File: config.mk
export PLATFORM = sky130hd
export DESIGN_NAME = handshake_cdc_rx
export DESIGN_NICKNAME = d
export VERILOG_FILES = /design/src/rtl/cdc_pkg.sv /design/src/rtl/cdc_sync_bit.sv /design/src/rtl/handshake_cdc_rx.sv
export SDC_FILE = /design/constraint.sdc
export NUM_CORES = 1
export LEC_CHECK = 0
export BUFFER_PORTS_ARGS = -buffer_cell sky130_fd_sc_hd__buf_2
export CAP_MARGIN = 10
export CORE_MARGIN = 8
export CORE_UTILIZATION = 47
export CTS_CLUSTER_DIAMETER = 120
export DETAILED_ROUTE_END_ITERATION = 12
export HOLD_SLACK_MARGIN = 0.06
export PLACE_DENSITY = 0.75
export SLEW_MARGIN = 20
export SYNTH_ARGS = -nofsm -noshare
export SYNTH_HDL_FRONTEND = slang
export SYNTH_SLANG_ARGS = --single-unit
File: constraint.sdc
create_clock -name clk -period 4.7 [get_ports clk]
set_input_delay 0.705 -clock clk [delete_from_list [all_inputs] [get_ports clk]]
set_output_delay 0.705 -clock clk [all_outputs]
set_load 0.02 [all_outputs]
File: src/rtl/cdc_pkg.sv
// Shared definitions for the req/ack multi-bit clock-domain crossing.
// Used by both the receive and the matching transmit block.
`timescale 1ns/1ps
package cdc_pkg;

    typedef enum logic [1:0] {
        ST_IDLE  = 2'd0,
        ST_VALID = 2'd1,
        ST_ACK   = 2'd2
    } cdc_state_e;

    localparam int SYNC_STAGES_MIN = 2;
    localparam int SYNC_STAGES_MAX = 4;

    // Out-of-range depths are pulled into the legal window.
    function automatic int sync_depth(input int n);
        if (n < SYNC_STAGES_MIN)
            return SYNC_STAGES_MIN;
        if (n > SYNC_STAGES_MAX)
            return SYNC_STAGES_MAX;
        return n;
    endfunction

endpackage

File: src/rtl/cdc_sync_bit.sv
// N-flop single-bit synchroniser for an asynchronous level.
// Clears asynchronously; q is the last flop of the chain.
`timescale 1ns/1ps
module cdc_sync_bit #(
    parameter int N = 2
) (
    input  logic clk,
    input  logic rst_n,
    input  logic d,
    output logic q
);

    logic [N-1:0] chain;

    always_ff @(posedge clk or negedge rst_n) begin
        if (!rst_n)
            chain <= '0;
        else
            chain <= {chain[N-2:0], d};
    end

    assign q = chain[N-1];

endmodule

File: src/rtl/handshake_cdc_rx.sv
// Receive side of the 4-phase req/ack crossing: captures a word held
// stable by the source, hands it downstream, and returns a flopped ack.
`timescale 1ns/1ps
module handshake_cdc_rx
    import cdc_pkg::*;
#(
    parameter int DATA_W      = 8,
    parameter int SYNC_STAGES = 2,
    parameter int CNT_W       = 8
) (
    input  logic              clk,
    input  logic              rst_n,
    input  logic              req_a,
    input  logic [DATA_W-1:0] data_a,
    output logic              ack_b,
    output logic [DATA_W-1:0] dout,
    output logic              dout_valid,
    input  logic              dout_ready,
    output logic              busy,
    output logic [CNT_W-1:0]  xfer_cnt,
    output logic              proto_err
);

    localparam int STAGES = sync_depth(SYNC_STAGES);

    cdc_state_e state;
    logic       req_s;

    cdc_sync_bit #(
        .N (STAGES)
    ) u_req_sync (
        .clk   (clk),
        .rst_n (rst_n),
        .d     (req_a),
        .q     (req_s)
    );

    // data_a is only sampled once req_s proves it has settled.
    always_ff @(posedge clk or negedge rst_n) begin
        if (!rst_n) begin
            state      <= ST_IDLE;
            dout       <= '0;
            dout_valid <= 1'b0;
            ack_b      <= 1'b0;
            busy       <= 1'b0;
            xfer_cnt   <= '0;
            proto_err  <= 1'b0;
        end else begin
            unique case (state)
                ST_IDLE: begin
                    if (req_s) begin
                        dout       <= data_a;
                        dout_valid <= 1'b1;
                        busy       <= 1'b1;
                        state      <= ST_VALID;
                    end
                end
                ST_VALID: begin
                    // Accept wins over a simultaneous req drop.
                    if (dout_ready) begin
                        dout_valid <= 1'b0;
                        ack_b      <= 1'b1;
                        state      <= ST_ACK;
                    end else if (!req_s) begin
                        proto_err  <= 1'b1;
                    end
                end
                ST_ACK: begin
                    if (!req_s) begin
                        ack_b    <= 1'b0;
                        busy     <= 1'b0;
                        xfer_cnt <= xfer_cnt + CNT_W'(1);
                        state    <= ST_IDLE;
                    end
                end
                default: begin
                    dout_valid <= 1'b0;
                    ack_b      <= 1'b0;
                    busy       <= 1'b0;
                    state      <= ST_IDLE;
                end
            endcase
        end
    end

endmodule

## Word level (Yosys, flattened, before mapping)

Cells that the tools add are included.

| word-level totals | value |
|---|---|
| input bits | 12 |
| register bits | 24 |

| cells by class | value |
|---|---|
| bitwise operators | 5 |
| muxes and demuxes | 11 |
| equal/unequal tests | 5 |
| add/sub/neg operators | 1 |
| reductions and logical operators | 8 |

Operators with widths:

| operator | number |
|---|---|
| $reduce_and 3->1 | 5 |
| $pmux 1 s3 | 3 |
| $add 8x1->8 const B | 1 |
| $mux 2 | 3 |
| $pmux 2 s3 | 1 |
| $not 1->1 | 5 |
| $mux 1 | 4 |
| $ne 2x2->1 const B | 2 |
| $reduce_and 2->1 | 2 |
| $eq 2x1->1 const B | 1 |
| $eq 2x2->1 const B | 1 |
| $logic_not 2->1 | 1 |
| $ne 2x1->1 const B | 1 |

## Depth between registers and ports, before layout

Gate-level depths: netlist of the first run.

| depth | value |
|---|---|
| depth in word-level cells | 3 |
| gate-level depth with buffers | 5 |
| gate-level depth less buffers | 4 |

## Hierarchy

From an unflattened synthesis of the first run, not the netlist that was laid out.

| unflattened totals | value |
|---|---|
| cells, all modules | 72 |
| area total of the unflattened synthesis | 959.7 µm² |

By module, submodules not included:

| module | instances | area an instance (µm²) | cells each |
|---|---|---|---|
| handshake_cdc_rx | 1 | 909.6 | 70 |
| cdc_sync_bit | 1 | 50.0 | 2 |

## Worst setup path before layout of the first run

No wires, ideal clock.

| timing path | value |
|---|---|
| path type | reg-to-reg |
| start | reg state[0] |
| end | reg dout[3] |
| required time | 4,575 ps |
| data arrival time | 1,346 ps |
| stages on the path, launching flop included | 5 |
| path slack | 3,229 ps |
| path buffers | 1 |
| cells stage by stage | dfrtp_1 nor2b_1 and2b_1 buf_2 mux2_2 |

| on the way | value |
|---|---|
| cells in the longest elaborated chain, start to end | 2 |

Ends and longest elaborated chain:

| what | line | source |
|---|---|---|
| start: declaration | handshake_cdc_rx.sv:26 | `cdc_state_e state;` |
| start signal: assignment | handshake_cdc_rx.sv:41 | `state <= ST_IDLE;` |
| start signal: assignment | handshake_cdc_rx.sv:55 | `state <= ST_VALID;` |
| start signal: assignment | handshake_cdc_rx.sv:63 | `state <= ST_ACK;` |
| $logic_not 2->1 | handshake_cdc_rx.sv:49 | `unique case (state)` |
| $reduce_and 2->1 (no line) | -- |  |
| end signal: assignment | handshake_cdc_rx.sv:52 | `dout <= data_a;` |
| end: declaration | handshake_cdc_rx.sv:16 | `output logic [DATA_W-1:0] dout,` |

No other way between the ends.
A chain may end at the register's enable or synchronous reset.

## Worst setup path in the final report of the first run

Same ends and word-level chain as after synthesis.

==> results of run 1 <==
## cell families after synthesis
kind of cell / after synthesis / share of synthesized area
simple gates: 25 / 0.150
compound gates: 7 / 0.0371
flops: 24 / 0.614
xor+xnor: 7 / 0.0627
fa+ha+maj: 1 / 0.0128
mux: 8 / 0.0921
buf+inv: 5 / 0.0320
## flip-flops by register name (all words and copies together), names as in the netlist
| name | cells |
|---|---|
| u_req_sync.chain | 2 |
| state | 2 |
| ack_b | 1 |
| dout_valid | 1 |
| dout | 8 |
| busy | 1 |
| xfer_cnt | 8 |
| proto_err | 1 |
## cells in the final DEF (no fill, tap or decap)
cell and count:
buf_2 31, dfrtp_1 24, nand2_1 11, mux2_2 5, xnor2_1 4, o21ai_0 4, nor2_1 3, mux2_1 3
xor2_1 3, clkbuf_4 3, inv_1 2, a21oi_1 2, nor3b_2 1, or3b_1 1, nor2b_1 1, and2b_1 1
o22ai_1 1, nand3_1 1, nor4_4 1, nor4b_1 1, or2_2 1, and3_1 1, nand4_1 1, nor3_1 1
ha_1 1, clkbuf_8 1
## routing by layer
| layer | global-route usage | up-vias | part of all wire |
|---|---|---|---|
| met3 | 0.0480 | 0 | 0.14 |
| met5 | 0 | - | 0 |
| li1 | - | 324 | - |
| met2 | 0.157 | 26 | 0.42 |
| met1 | 0.134 | 311 | 0.44 |
| met4 | 0.0487 | 0 | 0 |
## Yosys cell counts
master and n:
buf_6 1, dfrtp_1 24, a21oi_1 2, and3_1 1, nor2_1 3, mux2_1 3
nor4_4 1, buf_4 1, nand4_1 1, nand3_1 1, ha_1 1, and2b_1 1
nor3b_2 1, or2_2 1, buf_2 1, nor4b_1 1, o22ai_1 1, xor2_1 3
inv_1 2, nand2_1 11, mux2_2 5, xnor2_1 4, nor2b_1 1, or3b_1 1
o21ai_0 4, nor3_1 1
## through the flow
stage	area, um2	hold slack [ps]	cells
2_1_floorplan	978	331	77
3_3_place_gp	1140	337	132
3_5_place_dp	1140	341	132
4_1_cts	1180	349	136
5_1_grt	1180	351	136
6_report	1180	345	136
## worst max-delay path by stage
| stage | from | end | slack [ps] |
|---|---|---|---|
| after global routing | state[0] | dout[3] | 2910 |
| final | state[0] | dout[3] | 3040 |
| after floorplan | state[0] | dout[3] | 3230 |
| after CTS | state[0] | dout[3] | 3030 |
| after global placement | state[0] | dout[7] | 3120 |
| after detailed placement | state[0] | dout[3] | 3050 |
## power by group through the flow
stage / clock [mW] / sequential (mW) / combinational [mW]
floorplan: 0 / 0.408 / 0.119
global placement: 0 / 0.336 / 0.273
finish: 0.105 / 0.335 / 0.275
CTS: 0.112 / 0.336 / 0.282
detailed placement: 0 / 0.341 / 0.279
global route: 0.121 / 0.349 / 0.303
## critical path: cells and delay by family, from the launching register on
kind / cells / cell delay (ps)
mux: 1 / 380
flops: 1 / 480
simple gates: 2 / 700
## area by class of cell
type	count	area share
inverter	2	0.00636
sequential	24	0.509
clock buffer	4	0.0308
timing repair buffer	31	0.131
tap	27	0.0286
multi-input combinational	48	0.294
==> qor.txt, run 1 <==
largest area contributor in the netlist: dfrtp_1
num ports: 32
Multi-input gate area: 347 um2
critical path arrival: 1870 ps
initial DRC count: 9
DR WL/cell: 12.9 um
Yosys reg bits: 24
# diodes: 0
pwr dens: 606 nW/um2
fillers: 173
Largest stage delay, worst path: 480 ps
sequential-to-total area share from yosys stat: 0.614
Synth Area per Inst: 12.7 um2
Final ANT Viol Nets: 0
switching power of the nets: 278 uW
Tightest Pin Transition: 508 ps
unrepaired setup endpoints after global routing: no
Die ar.: 3800 um2
Final min period: 1660 ps
fmax: 0.602 GHz
total congestion overflow: 0
final worst slack: 3040 ps
gr usage total: 0.108
FF+latch area: 601 um2
Max stage delay cell, worst path: dfrtp_1
worst slack, placed: 3050 ps
Pleak: 0.593 nW
Hold Buf Count CTS: 0
R2R Setup Slk: 3040 ps
Syn-to-layout area delta: 20.6%
IO buf count: 31
critical path capture point type: register
type of the worst setup path: reg -> reg
Worst Path Required: 4900 ps
via count: 661
Warnings, synthesis: 0
max-cap violations: 0
Seq pwr share: 0.469
Util after Layout: 0.601
final number of setup-violating endpoints: 0
synth top area cells: dfrtp_1 61%, mux2_2 5.8%, nand2_1 4.2%, xnor2_1 3.6%, mux2_1 3.5%
layout cells sized above 1: 0.394
switching part of the total: 0.388
period utilisation layout: 0.354
CP Cell Sequence: nor2b_1 > and2b_1 > mux2_2
largest net degree at the start of global routing: 25
DRT Pass-1 Iters: 4
synthesized cell area: 978 um2
Synth top area share: 0.614
number of nets in the layout: 123
Max VDD drop: 0.315 mV
Residual DRC: 0
clock root cell: clkbuf_4
routed vias/inst: 4.86
DP HPWL: 1.35 mm
Clock Power Share: 0.147
Pwr Total: 715 uW
Reg-to-Reg End: dout[3]
Die Ht: 61.6 um
CTS buffer count: 3
core area: 1960 um2
Worst R2R Path Depth: 3
Cell Int Power: 438 uW
initial antenna violation count: 0
clock sink total: 24
Final Max Tran Viols: 0
Initial Util: 0.499
status: completed
vias in the first global route: 680
Clock Skew: 2.28 ps
Comb pwr share: 0.385
post_cts resized: 0
Worst-path clk slew: 120 ps
syn_nets: 90
Cells after Synth: 77
Final Wtd Congestion: 0.740
Post-CTS Setup Bufs: 0
clk buf depth: 2
CTS tree: done
slew margin rel.: 0.662
# H-tree levels: 1
Fin Setup TNS: 0 ps
row count: 16
final hold violation count: 0
Hold Crit Class: in -> async
worst-skew pair later-pin latency: 300 ps
RR Startpoint: state[0]
Routed Wire Length: 1.76 mm
crit path max fanout: 8
first-pass GRT wire length: 2.99 mm
Synth cell types: 26
Die X: 61.6 um
Worst Setup Start Kind: register
(Power assumes the default switching activity.)
==> run 2: changes to the inputs <==
- clock period: 4.7 -> 1.7 ns (I/O delays scaled with it)
==> qor.txt, run 2 (synthesis gave the netlist of run 1 again) <==
status: completed
num ports: 32 (unchanged)
unrepaired setup endpoints after global routing: no
Final ANT Viol Nets: 0 (unchanged)
# diodes: 0 (unchanged)
Die ar.: 3800 um2 (unchanged)
Routed Wire Length: 1.80 mm (+2.2%)
placed insts: 134 (+1.5%)
Worst Setup Start Kind: register
worst-skew pair later-pin latency: 290 ps (about the same)
slew margin rel.: 0.660 (-0.00185)
post_cts resized: 0 (unchanged)
top routing layer in use: met4
CP Cell Sequence: or3b_1 > nor4_4 > xor2_1
CTS tree: done
crit path max fanout: 8 (unchanged)
period utilisation layout: 0.890 (+0.537)
vias in the first global route: 687 (+1.0%)
initial DRC count: 26 (+17)
DRT Pass-1 Iters: 4 (unchanged)
Max stage delay cell, worst path: or3b_1
Final Wtd Congestion: 0.707 (-4.5%)
placed cell area: 1160 um2 (+1.3%)
Post-CTS Setup Bufs: 0 (unchanged)
clock root cell: clkbuf_4
pwr dens: 1620 nW/um2 (+170%)
Regs by FF count: dout x8, xfer_cnt x8
Hold Crit Class: in -> reg
row count: 16 (unchanged)
Final min period: 1510 ps (-148 ps)
IO buf count: 31 (unchanged)
type of the worst setup path: reg -> reg
critical path capture point type: register
Fin Setup TNS: 0 ps (unchanged)
number of nets in the layout: 127 (+3.3%)
Initial Util: 0.499 (unchanged)
largest net degree at the start of global routing: 25 (unchanged)
most frequent cells in the layout: 31 x buf_2, 24 x dfrtp_1, 11 x nand2_1
routed vias/inst: 4.87 (+0.21%)
Pwr Total: 1.94 mW (+170%)
DP HPWL: 1.41 mm (+4.3%)
first-pass GRT wire length: 3.03 mm (+1.2%)
final hold violation count: 0 (unchanged)
DR WL/cell: 12.9 um (about the same)
Largest stage delay, worst path: 520 ps (+40 ps)
critical path arrival: 1740 ps (-130 ps)
Metal-1 WL: 778 um (+0.91%)
WL met3: 209 um (-14%)
max-cap violations: 0 (unchanged)
Clock Skew: 4.54 ps (+2.27 ps)
Syn-to-layout area delta: 22.8%
WP buf/inv: 0 (unchanged)
Die Ht: 61.6 um (unchanged)
commonest non-fill, non-tap cell in the layout: buf_2
clock sink total: 24 (unchanged)
design area: 1200 um2 (+1.8%)
Tightest Pin Transition: 510 ps (+2.77 ps)
Final Max Tran Viols: 0 (unchanged)
fmax: 0.661 GHz (+9.8%)
Worst-path clk slew: 110 ps (about the same)
CTS buffer count: 3 (unchanged)
Max VDD drop: 0.989 mV (+210%)
core area: 1960 um2 (unchanged)
initial antenna violation count: 0 (unchanged)
via count: 677 (+2.4%)
Die X: 61.6 um (unchanged)
clk buf depth: 2 (unchanged)
gr usage total: 0.108 (+0.000244)
total congestion overflow: 0 (unchanged)
Pleak: 0.604 nW (+1.9%)
Residual DRC: 0 (unchanged)
fin cells: 139 (+2.2%)
metal2 WL: 795 um (+6.6%)
Worst Path Required: 1930 ps (-2970 ps)
Worst path top cell family by delay: simple AND/OR/NAND/NOR gates
Util after Layout: 0.612 (+0.0108)
final number of setup-violating endpoints: 0 (unchanged)
layout cells sized above 1: 0.393 (-0.00164)
# H-tree levels: 1 (unchanged)
[run 2: report_power, final]
group / internal, mW / switching [mW]
registers: 0.770 / 0.136
clock network: 0.0824 / 0.143
logic: 0.336 / 0.474
total: 1.19 / 0.754
[run 2: metal layers]
| layer | vias up | track usage |
|---|---|---|
| li1 | 331 | - |
| met1 | 321 | 0.124 |
| met2 | 23 | 0.171 |
| met3 | 2 | 0.0376 |
| met4 | 0 | 0.0584 |
| met5 | - | 0 |
[run 2: final timing paths]
kind	startpoint	end	slack [ps]	depth (start not counted)
max	state[0]	xfer_cnt[7]	190	3
min in group asynchronous	rst_n	xfer_cnt[1]	450	2
max reg2reg	state[0]	xfer_cnt[7]	190	3
min reg2reg	u_req_sync.chain[0]	u_req_sync.chain[1]	360	0
max in group asynchronous	rst_n	dout_valid	910	2
min	data_a[0]	dout[0]	170	2
[run 2: timing repair]
| action | CTS | global route |
|---|---|---|
| hold buffers | 2 | 0 |
| hold endpoints to repair | 25 | 0 |
| setup endpoints to repair | 0 | 0 |
[run 2: area by class of cell]
class	count	area, um2
Clock buffer	3	22.5
Timing Repair Buffer	35	190
Fill cell	184	761
Inverter	2	7.51
Tap cell	27	33.8
Multi-Input combinational cell	48	347
Sequential cell	24	601
[run 2: through the flow]
step / hold slack (ps) / worst slack, ps
final: 174 / 186
after global routing: 160 / 95.3
after CTS: 164 / 182
after detailed placement: 257 / 207
after global placement: 258 / 238
after floorplan: -40.6 / 229
==> run 3: changes to the inputs <==
- GPL_TIMING_DRIVEN: unset -> 0
==> qor.txt, run 3 (synthesis gave the netlist of run 1 again) <==
Post-CTS Setup Bufs: 0 (unchanged)
vias in the first global route: 645 (-6.1%)
Util after Layout: 0.618 (+0.00574)
number of nets in the layout: 128 (+0.79%)
Die ar.: 3800 um2 (unchanged)
clock sink total: 24 (unchanged)
Fin Setup TNS: 0 ps (unchanged)
max-cap violations: 0 (unchanged)
initial DRC count: 4 (-85%)
layout cells sized above 1: 0.407 (+0.0142)
Initial Util: 0.499 (unchanged)
Worst Setup Start Kind: register
CP Cell Sequence: nor2b_2 > and2b_1 > buf_2 > mux2_2
critical path capture point type: register
largest net degree at the start of global routing: 25 (unchanged)
critical path arrival: 1750 ps (about the same)
Max stage delay cell, worst path: dfrtp_1
DRT Pass-1 Iters: 4 (unchanged)
clock root cell: clkbuf_4
CTS buffer count: 3 (unchanged)
pwr dens: 1610 nW/um2 (-0.66%)
# diodes: 0 (unchanged)
placed insts: 135 (+0.75%)
fillers: 180 (-2.2%)
first-pass GRT wire length: 2.94 mm (-3.0%)
fmax: 0.642 GHz (-2.9%)
period utilisation layout: 0.917 (+0.0263)
num ports: 32 (unchanged)
placed cell area: 1170 um2 (+0.76%)
commonest non-fill, non-tap cell in the layout: buf_2
Final Max Tran Viols: 0 (unchanged)
initial antenna violation count: 0 (unchanged)
final number of setup-violating endpoints: 0 (unchanged)
routed vias/inst: 4.92 (+1.0%)
WP buf/inv: 1 (+1)
most frequent cells in the layout: 32 x buf_2, 24 x dfrtp_1, 11 x nand2_1
clk buf depth: 2 (unchanged)
Final ANT Viol Nets: 0 (unchanged)
Pleak: 0.611 nW (+1.1%)
slew margin rel.: 0.666 (+0.00597)
DP HPWL: 1.38 mm (-1.8%)
Die X: 61.6 um (unchanged)
worst-skew pair later-pin latency: 290 ps (about the same)
Largest stage delay, worst path: 480 ps (-40 ps)
crit path max fanout: 8 (unchanged)
IO buf count: 31 (unchanged)
Regs by FF count: dout x8, xfer_cnt x8
unrepaired setup endpoints after global routing: no
Worst Path Required: 1890 ps (-40 ps)
Max VDD drop: 0.868 mV (-12%)
type of the worst setup path: reg -> reg
final hold violation count: 0 (unchanged)
Worst-path clk slew: 110 ps (about the same)
Worst path top cell family by delay: flip-flops
status: completed
Tightest Pin Transition: 501 ps (-8.95 ps)
Final Wtd Congestion: 0.739 (+4.6%)
CTS tree: done
fin cells: 140 (+0.72%)
Routed Wire Length: 1.76 mm (-2.3%)
Clock Skew: 2.39 ps (-2.15 ps)
core area: 1960 um2 (unchanged)
total congestion overflow: 0 (unchanged)
via count: 689 (+1.8%)
Die Ht: 61.6 um (unchanged)
gr usage total: 0.103 (-0.00497)
# H-tree levels: 1 (unchanged)
DR WL/cell: 12.6 um (-3.0%)
Final min period: 1560 ps (+44.8 ps)
design area: 1210 um2 (+0.94%)
Hold Crit Class: in -> reg
Residual DRC: 0 (unchanged)
Syn-to-layout area delta: 23.9%
row count: 16 (unchanged)
-- run 3: changes by cell type in the layout (fill, tap and decap cells not counted), sizes merged --
| cell | delta |
|---|---|
| buf | +1 |
-- run 3: through the flow --
stage	worst slack [ps]	hold WS, ps	power [mW]
after CTS	34.3	169	1.98
after detailed placement	42.5	260	1.75
final	141	174	1.95
after global routing	37.8	158	2.10
after global placement	88.6	256	1.71
after floorplan	229	-40.6	1.46
-- run 3: final timing paths --
path	startpoint	end	slack, ps	cells past startpoint
setup reg to reg	state[0]	dout[3]	140	4
hold / removal	data_a[1]	dout[1]	170	2
min in group asynchronous	rst_n	xfer_cnt[0]	450	2
max in group asynchronous	rst_n	xfer_cnt[3]	920	2
setup / recovery	state[0]	dout[3]	140	4
hold reg to reg	u_req_sync.chain[0]	u_req_sync.chain[1]	360	0
-- run 3: metal layers --
layer | global-route usage | wire length (um)
met1 | 0.139 | 772
met2 | 0.148 | 756
met3 | 0.0292 | 204
met4 | 0.0487 | 25
met5 | 0 | 0
-- run 3: final cells by class --
| cell class | instances | area (um2) | area share |
|---|---|---|---|
| multi-input combinational | 48 | 349 | 0.288 |
| timing repair buffer | 33 | 175 | 0.144 |
| clock buffer | 3 | 22.5 | 0.0186 |
| sequential | 24 | 601 | 0.495 |
| tap | 27 | 33.8 | 0.0279 |
| inverter | 2 | 7.51 | 0.00619 |
| buffer | 3 | 23.8 | 0.0196 |
-- run 3: power breakdown --
group	switching (mW)	internal (mW)	leakage [nW]	total, mW
clock network	0.144	0.0825	0.0138	0.227
logic	0.473	0.340	0.308	0.813
registers	0.137	0.770	0.290	0.907
-- run 3: worst register-to-register path, delay by kind of cell, from the launching register on --
family	cells	cell delay, ps
muxes	1	360
buffers and inverters	1	200
and+or+nand+nor	2	410
DFF	1	480
-- run 3: timing repair --
item                                   4_1_cts  5_1_grt
hold buffers                                 2        0
setup endpoints to repair                    0        8
endpoints found under the hold margin       25        0
resized for setup                            0        1
